File: config.mk
export PLATFORM = sky130hd
export DESIGN_NAME = reg_campo_bcd
export DESIGN_NICKNAME = d
export VERILOG_FILES = /design/src/rtl/reg_campo_bcd.sv
export SDC_FILE = /design/constraint.sdc
export NUM_CORES = 1
export LEC_CHECK = 0
export ABC_AREA = 1
export BUFFER_PORTS_ARGS = -buffer_cell sky130_fd_sc_hd__buf_2
export CAP_MARGIN = 5
export CORE_AREA = 2 2 108 110
export DETAILED_ROUTE_END_ITERATION = 10
export DIE_AREA = 0 0 110 112
export HOLD_SLACK_MARGIN = 0.15
export PLACE_DENSITY = 0.46
export SLEW_MARGIN = 20
export SYNTH_ARGS = -nofsm -noshare
export SYNTH_HDL_FRONTEND = slang
export SYNTH_SLANG_ARGS = --single-unit
File: constraint.sdc
create_clock -name CLK -period 2.1 [get_ports CLK]
set_input_delay 0.42 -clock CLK [delete_from_list [all_inputs] [get_ports CLK]]
set_output_delay 0.42 -clock CLK [all_outputs]
set_load 0.01 [all_outputs]
File: src/rtl/reg_campo_bcd.sv
// Editable BCD time/date field: debounced key stepping with hold-to-repeat,
// validated loads from the RTC read path, and wrap/edit/error flags.
module reg_campo_bcd #(
  parameter int DIGITS        = 2,
  parameter int MIN_VAL       = 1,
  parameter int MAX_VAL       = 12,
  parameter int RESET_VAL     = 1,
  parameter int HOLD_CYCLES   = 25000000,
  parameter int REPEAT_CYCLES = 5000000
) (
  input  logic                CLK,
  input  logic                RST,
  input  logic                UP,
  input  logic                DOWN,
  input  logic                Modificando,
  input  logic                Actualizar,
  input  logic [4*DIGITS-1:0] DATA_in,
  output logic [4*DIGITS-1:0] DATA_out,
  output logic                Acarreo,
  output logic                Prestamo,
  output logic                Cambio,
  output logic                ErrorCarga
);
  localparam int W       = 4 * DIGITS;
  localparam int CNT_MAX = (HOLD_CYCLES > REPEAT_CYCLES) ? HOLD_CYCLES : REPEAT_CYCLES;
  localparam int CNT_W   = (CNT_MAX > 1) ? $clog2(CNT_MAX) : 1;

  function automatic logic [W-1:0] to_bcd(input int n);
    int           r;
    logic [W-1:0] b;
    r = n;
    b = '0;
    for (int d = 0; d < DIGITS; d++) begin
      b[4*d +: 4] = 4'(r % 10);
      r = r / 10;
    end
    return b;
  endfunction

  function automatic logic [W-1:0] bcd_inc(input logic [W-1:0] v);
    logic [W-1:0] r;
    logic         c;
    r = v;
    c = 1'b1;
    for (int d = 0; d < DIGITS; d++) begin
      if (c) begin
        if (v[4*d +: 4] >= 4'd9) begin
          r[4*d +: 4] = 4'd0;
        end else begin
          r[4*d +: 4] = v[4*d +: 4] + 4'd1;
          c = 1'b0;
        end
      end
    end
    return r;
  endfunction

  function automatic logic [W-1:0] bcd_dec(input logic [W-1:0] v);
    logic [W-1:0] r;
    logic         b;
    r = v;
    b = 1'b1;
    for (int d = 0; d < DIGITS; d++) begin
      if (b) begin
        if (v[4*d +: 4] == 4'd0) begin
          r[4*d +: 4] = 4'd9;
        end else begin
          r[4*d +: 4] = v[4*d +: 4] - 4'd1;
          b = 1'b0;
        end
      end
    end
    return r;
  endfunction

  function automatic logic bcd_valid(input logic [W-1:0] v);
    logic ok;
    ok = 1'b1;
    for (int d = 0; d < DIGITS; d++) begin
      if (v[4*d +: 4] > 4'd9) ok = 1'b0;
    end
    return ok;
  endfunction

  localparam logic [W-1:0]     MIN_BCD   = to_bcd(MIN_VAL);
  localparam logic [W-1:0]     MAX_BCD   = to_bcd(MAX_VAL);
  localparam logic [W-1:0]     RST_BCD   = to_bcd(RESET_VAL);
  localparam logic [CNT_W-1:0] HOLD_LAST = CNT_W'(HOLD_CYCLES - 1);
  localparam logic [CNT_W-1:0] REP_LAST  = CNT_W'(REPEAT_CYCLES - 1);

  typedef enum logic [1:0] {IDLE, ESPERA, REPETIR} state_t;

  state_t           state, state_nx;
  logic [CNT_W-1:0] cnt, cnt_nx;
  logic             dir, dir_nx;
  logic             up_prev, down_prev, lock;
  logic             key_up, key_dn, key_same, edge_key, step, load_ok;

  assign key_up   = Modificando & UP & ~DOWN;
  assign key_dn   = Modificando & DOWN & ~UP;
  assign key_same = dir ? key_dn : key_up;
  // lock keeps a key held through reset from stepping until it is released
  assign edge_key = ~lock & ((key_up & ~up_prev) | (key_dn & ~down_prev));
  // for valid BCD, numeric order matches unsigned order of the packed digits
  assign load_ok  = bcd_valid(DATA_in) && (DATA_in >= MIN_BCD) && (DATA_in <= MAX_BCD);

  always_comb begin
    state_nx = state;
    cnt_nx   = cnt;
    dir_nx   = dir;
    step     = 1'b0;
    case (state)
      IDLE: begin
        cnt_nx = '0;
        if (edge_key) begin
          step     = 1'b1;
          state_nx = ESPERA;
          dir_nx   = key_dn;
        end
      end
      ESPERA: begin
        if (!key_same) begin
          state_nx = IDLE;
          cnt_nx   = '0;
        end else if (HOLD_CYCLES != 0) begin
          if (cnt == HOLD_LAST) begin
            step     = 1'b1;
            state_nx = REPETIR;
            cnt_nx   = '0;
          end else begin
            cnt_nx = cnt + CNT_W'(1);
          end
        end
      end
      REPETIR: begin
        if (!key_same) begin
          state_nx = IDLE;
          cnt_nx   = '0;
        end else if (cnt == REP_LAST) begin
          step   = 1'b1;
          cnt_nx = '0;
        end else begin
          cnt_nx = cnt + CNT_W'(1);
        end
      end
      default: begin
        state_nx = IDLE;
        cnt_nx   = '0;
      end
    endcase
  end

  always_ff @(posedge CLK) begin
    if (RST) begin
      state      <= IDLE;
      cnt        <= '0;
      dir        <= 1'b0;
      up_prev    <= 1'b0;
      down_prev  <= 1'b0;
      lock       <= 1'b1;
      DATA_out   <= RST_BCD;
      Acarreo    <= 1'b0;
      Prestamo   <= 1'b0;
      Cambio     <= 1'b0;
      ErrorCarga <= 1'b0;
    end else begin
      state      <= state_nx;
      cnt        <= cnt_nx;
      dir        <= dir_nx;
      up_prev    <= UP;
      down_prev  <= DOWN;
      Acarreo    <= 1'b0;
      Prestamo   <= 1'b0;
      ErrorCarga <= 1'b0;
      if (!UP && !DOWN) lock <= 1'b0;
      if (step) begin
        Cambio <= 1'b1;
        if (dir_nx) begin
          if (DATA_out == MIN_BCD) begin
            DATA_out <= MAX_BCD;
            Prestamo <= 1'b1;
          end else begin
            DATA_out <= bcd_dec(DATA_out);
          end
        end else begin
          if (DATA_out == MAX_BCD) begin
            DATA_out <= MIN_BCD;
            Acarreo  <= 1'b1;
          end else begin
            DATA_out <= bcd_inc(DATA_out);
          end
        end
      end else if (!Modificando && Actualizar) begin
        if (load_ok) begin
          DATA_out <= DATA_in;
          Cambio   <= 1'b0;
        end else begin
          ErrorCarga <= 1'b1;
        end
      end
    end
  end
endmodule

# Word-level counts from Yosys, hierarchy flattened
# Index checks and enable logic that the tools add are counted.
# op_classes
addsub,5
order_cmp,6
n_eq_ne,11
n_mux,49
n_bitwise,16
n_reduce_logical,18
# ops
op,count
two-way mux 25 bit,4
one-hot mux 25 bit (2 select lines),1
two-way mux 8 bit,6
two-way mux 1 bit,26
"adder 25 x 1 -> 25 bit, second input constant",1
"== test 25 x 23 -> 1 bit, second input constant",1
"== test 25 bit, second input constant",1
two-way mux 4 bit,6
OR reduction 3 bit,3
"adder 4 x 1 -> 4 bit, second input constant",2
"== test 8 x 1 -> 1 bit, second input constant",1
"== test 8 x 5 -> 1 bit, second input constant",1
">= comparator 4 bit, second input constant",2
">= comparator 8 x 1 -> 1 bit, second input constant",1
"> comparator 4 bit, second input constant",2
"less-or-equal comparator 8 x 5 -> 1 bit, second input constant",1
zero test 4 bit,2
two-way mux 2 bit,4
"!= test 4 x 2 -> 1 bit, second input constant",2
inverter 1 bit,8
"subtractor 4 x 1 -> 4 bit, second input constant",2
bitwise AND 1 bit,7
one-hot mux 2 bit (3 select lines),1
logical AND 1 bit,4
12 further kinds,16
# word_totals
regBits,43
in_bits,14
wordCells,117

# Depth between registers and ports, before layout
# logic_depth
depth_word,14
ltp_mapped,15

# Worst setup path after synthesis
# No wires, ideal clock.
# synth_path
path_kind,reg2reg
startpoint,register cnt[0]
endpoint,register DATA_out[4]
setup_ns,0.113
arrival_ns,1.614
required_time_ns,1.987
setup_slack_ns,0.373
path_stages_with_launch,16
n_path_buf,1
period_less_slack_ns,1.727
cell_sequence,dfxtp_1 > ha_1 > nand2_1 > nor2_4 > nand2_1 > nor2_1 > nand2_1 > nand2_2 > nand3_2 > nand2_4 > nand2_4 > buf_6 > nand2_1 > nand2_1 > nor2_1 > nor2_1
# synth_between
elab_chain_cells,6
word_cells_on_any_way,13
# synth_rtl
element,line,source
from (decl),94,"logic [CNT_W-1:0] cnt, cnt_nx;"
from (signal assigned),168,cnt <= cnt_nx;
== test 25 x 23 -> 1 bit / == test 25 bit (equally long branches),"139, 126",
two-way mux 1 bit (on tied branches),"139, 126",
two-way mux 1 bit (on tied branches),"136, 122",
one-hot mux 1 bit (3 select lines) *,112,case (state)
!= test 4 x 2 -> 1 bit (no source line) / nonzero test 2 bit (equally long branches),-,
AND reduction 4 bit (no source line),-,
to (signal assigned),183,DATA_out <= bcd_dec(DATA_out);
to (signal assigned),190,DATA_out <= bcd_inc(DATA_out);
to (signal assigned),195,DATA_out <= DATA_in;
to (decl),18,"output logic [4*DIGITS-1:0] DATA_out,"
# Every way passes the cells marked *; elsewhere a longest branch is shown, timed or not.
# A chain may end at the register's enable or synchronous reset.

# Final worst setup path
# layout_path
startpoint,register cnt[1]
endpoint,register DATA_out[0]
# layout_between
elab_chain_cells,6
word_cells_on_any_way,11
# layout_rtl
element,line
== test 25 x 23 -> 1 bit / == test 25 bit (equally long branches),"139, 126"
two-way mux 1 bit (on tied branches),"139, 126"
two-way mux 1 bit (on tied branches),"136, 122"
one-hot mux 1 bit (3 select lines) *,112
nonzero test 2 bit (no source line),-
AND reduction 2 bit (no source line),-
# Marks and branches as above.

==> impl_metrics.tcl <==
set metrics [dict create \
    leakagePower_nw 1.42 \
    register_area_um2 862 \
    instances_no_fill 590 \
    port-buffer-count 25 \
    ios 26 \
    max_cap_violations 0 \
    synth_edf_count 0 \
    cts_hold_buf 0 \
    max_slew_margin_pct 72.2 \
    critPathMaxStageDelay_ns 0.37 \
    overflow 0 \
    worst_pin_slew_ns 0.414 \
    place_congestion 0.822 \
    cp.arrival_ns 2.07 \
    synth_seq_cells 43 \
    rows 39 \
    seq_power_share_pct 42.0 \
    final_nets 474 \
    start_util_pct 24.4 \
    slew_violations 0 \
    internal_power_w 0.00147 \
    cts-root-buf "clkbuf_16" \
    htree_levels 2 \
    die_w_um 110 \
    drt-initial-drc-count 78 \
    grt_pass1_wl_mm 11.0 \
    drtAntennaViolNets 0 \
    mostFrequentLayoutCells "nand2_1 (89), nor2_1 (59), inv_1 (45), dfxtp_1 (42)" \
    clk-insertion-delay-late_ns 0.28 \
    dp_cells 570 \
    clock_path_buffers 2 \
    ys_seq_area_share_pct 31.5 \
    tritoncts "yes" \
    worst_setup_path_start_kind "flip-flop" \
    route.detailed.drc 0 \
    hold_ws_ns 0.393 \
    syn_area_um2 2730 \
    n_antenna_cell 0 \
    drive_above_1_share_pct 18.6 \
    cts.sinks 43 \
    required_ns 2.28 \
    cp_max_fo 7 \
    rsz0062_at_grt "no" \
    async_flop_share_pct 0 \
    final_util_pct 30.0 \
    hold_viol 0 \
    crit_chain "ha_4 > nand2_2 > nor2_4 > nand2_2 > nor2_1 > nand2_1 > nand2_1 > nand3_4 > nand2_8 > nand2_8 > nand2_8 > buf_4 > o21ai_0 > inv_1 > nand2_1" \
    r2r_slack_ns 0.21 \
    setup_slack_ns 0.207 \
    die-area_um2 12300 \
    power-per-cell-area_nw_per_um2 625 \
    finalWirelength_mm 6.47 \
    min_period_ns 1.89 \
    layout_commonest_cell "nand2_1" \
    wl_per_cell_um 11.0 \
    hp-class "in -> reg" \
    peakVddDrop_uv 411 \
    antenna_found_initial 0 \
    synth_nets 426 \
    grt_pass1_vias 2388 \
    path_class "reg -> reg" \
    cts_buffers 5 \
    endpoint_kind "flip-flop" \
    status "completed" \
    dp_hpwl_mm 4.88 \
    grt_usage_pct 10.9 \
    finalCritPeriodShare_pct 90.1 \
    finalSetupViolations 0 \
    via_per_inst 4.24 \
    drtPass1Iterations 4 \
    post-place-ws_ns 0.0780 \
    syn-instance-count 398 \
    syn_avg_cell_area_um2 6.86 \
    path_clk_slew_ns 0.06 \
    p_sw_w 0.000626 \
    synthDistinctLibCells 36 \
    max_freq_ghz 0.528 \
    fill_cells 1220 \
    multiInputGateArea_um2 1720 \
    num_vias 2502 \
    ys_warn_count 0 \
    skew_ns 0.00771 \
    swShare_pct 29.9 \
    grt_max_degree 16 \
    die_y_um 112 \
    clkPwrFrac_pct 35.8 \
    area.growth.synth_to_final_pct 22.7 \
    core_area_um2 11200 \
    final.setup.tns_ns 0 \
    ys.flop_type "dfxtp_1" \
    slowest_stage "dfxtp_1" \
    pwr-share-comb_pct 22.2 \
]
-- power groups by stage --
stage | Clock (W) | Sequential [W] | Combinational (W)
floorplan | 0 | 0.000898 | 0.000306
finish | 0.000748 | 0.000879 | 0.000465
detailed placement | 0 | 0.000898 | 0.000439
global route | 0.000811 | 0.000885 | 0.000526
global placement | 0 | 0.000898 | 0.000442
CTS | 0.000780 | 0.000879 | 0.000444
-- metrics by stage --
step,area (µm²),power (W)
2_1_floorplan,2730,0.00120
3_3_place_gp,3060,0.00134
3_5_place_dp,3060,0.00134
4_1_cts,3210,0.00210
5_1_grt,3350,0.00222
6_report,3350,0.00209
-- flip-flops by register name (all words and copies together) (netlist names) --
| name | flops |
|---|---|
| Prestamo | 1 |
| ErrorCarga | 1 |
| cnt | 25 |
| DATA_out | 8 |
| up_prev | 1 |
| Acarreo | 1 |
| state | 2 |
| down_prev | 1 |
| Cambio | 1 |
| lock | 1 |
| dir | 1 |
-- critical path: cells and delay by family (launching register included) --
kind | cells | cell delay [ns]
compound gates | 1 | 0.06
buf+inv | 2 | 0.19
fa+ha+maj | 1 | 0.15
flops | 1 | 0.37
simple gates | 11 | 1.02
-- logic make-up (layout without fill, tap and decap cells) --
family / after synthesis / after routing / share of synthesized area (%)
and+or+nand+nor: 229 / 231 / 39.8
AOI/OAI and AO/OA: 38 / 38 / 7.52
adders and majority gates: 14 / 14 / 6.42
buffers and inverters: 53 / 100 / 7.93
DFF: 43 / 43 / 31.5
xor gates and xnor gates: 21 / 21 / 6.74
-- synthesized netlist by cell type (3+ instances only) --
master / n / share of area [%]
a21oi_1: 12 / 2.2
a31oi_1: 5 / 1.1
dfxtp_1: 43 / 32
ha_1: 14 / 6.4
inv_1: 45 / 6.2
nand2_1: 91 / 13
nand2_2: 6 / 1.4
nand3_1: 25 / 4.6
nand4_1: 8 / 1.8
nor2_1: 60 / 8.3
nor2_2: 4 / 0.92
nor3_1: 12 / 2.2
nor3b_1: 3 / 0.83
o21ai_0: 17 / 3.1
xnor2_1: 8 / 2.6
xor2_1: 13 / 4.2
-- final timing paths --
| kind | cells past startpoint | start | endpoint |
|---|---|---|---|
| min | 3 | Actualizar | ErrorCarga$_SDFF_PP0_ |
| max | 15 | cnt[1]$_SDFF_PP0_ | DATA_out[0]$_SDFFE_PP1P_ |
| max reg2reg | 15 | cnt[1]$_SDFF_PP0_ | DATA_out[0]$_SDFFE_PP1P_ |
| min reg2reg | 1 | cnt[0]$_SDFF_PP0_ | cnt[0]$_SDFF_PP0_ |
-- cell type report --
type	instances	share of cell area [%]
clock inverter	2	0.374
multi-input combinational	304	51.3
tap	143	5.34
timing repair buffer	44	7.99
sequential	43	25.7
inverter	48	5.38
clock buffer	6	3.85
-- layer usage --
| metal | GRT usage (%) | share of wire, % |
|---|---|---|
| met3 | 1.58 | 2.0 |
| met1 | 15.9 | 54 |
| met4 | 3.21 | 0.88 |
| met5 | 0 | 0 |
| met2 | 16.4 | 43 |
-- repair_timing --
item                                    4_1_cts  5_1_grt
gates resized for setup                       0       10
endpoints found under the setup margin        0       10
buffers inserted                              0       10
Power figures use the tool's default switching activity.
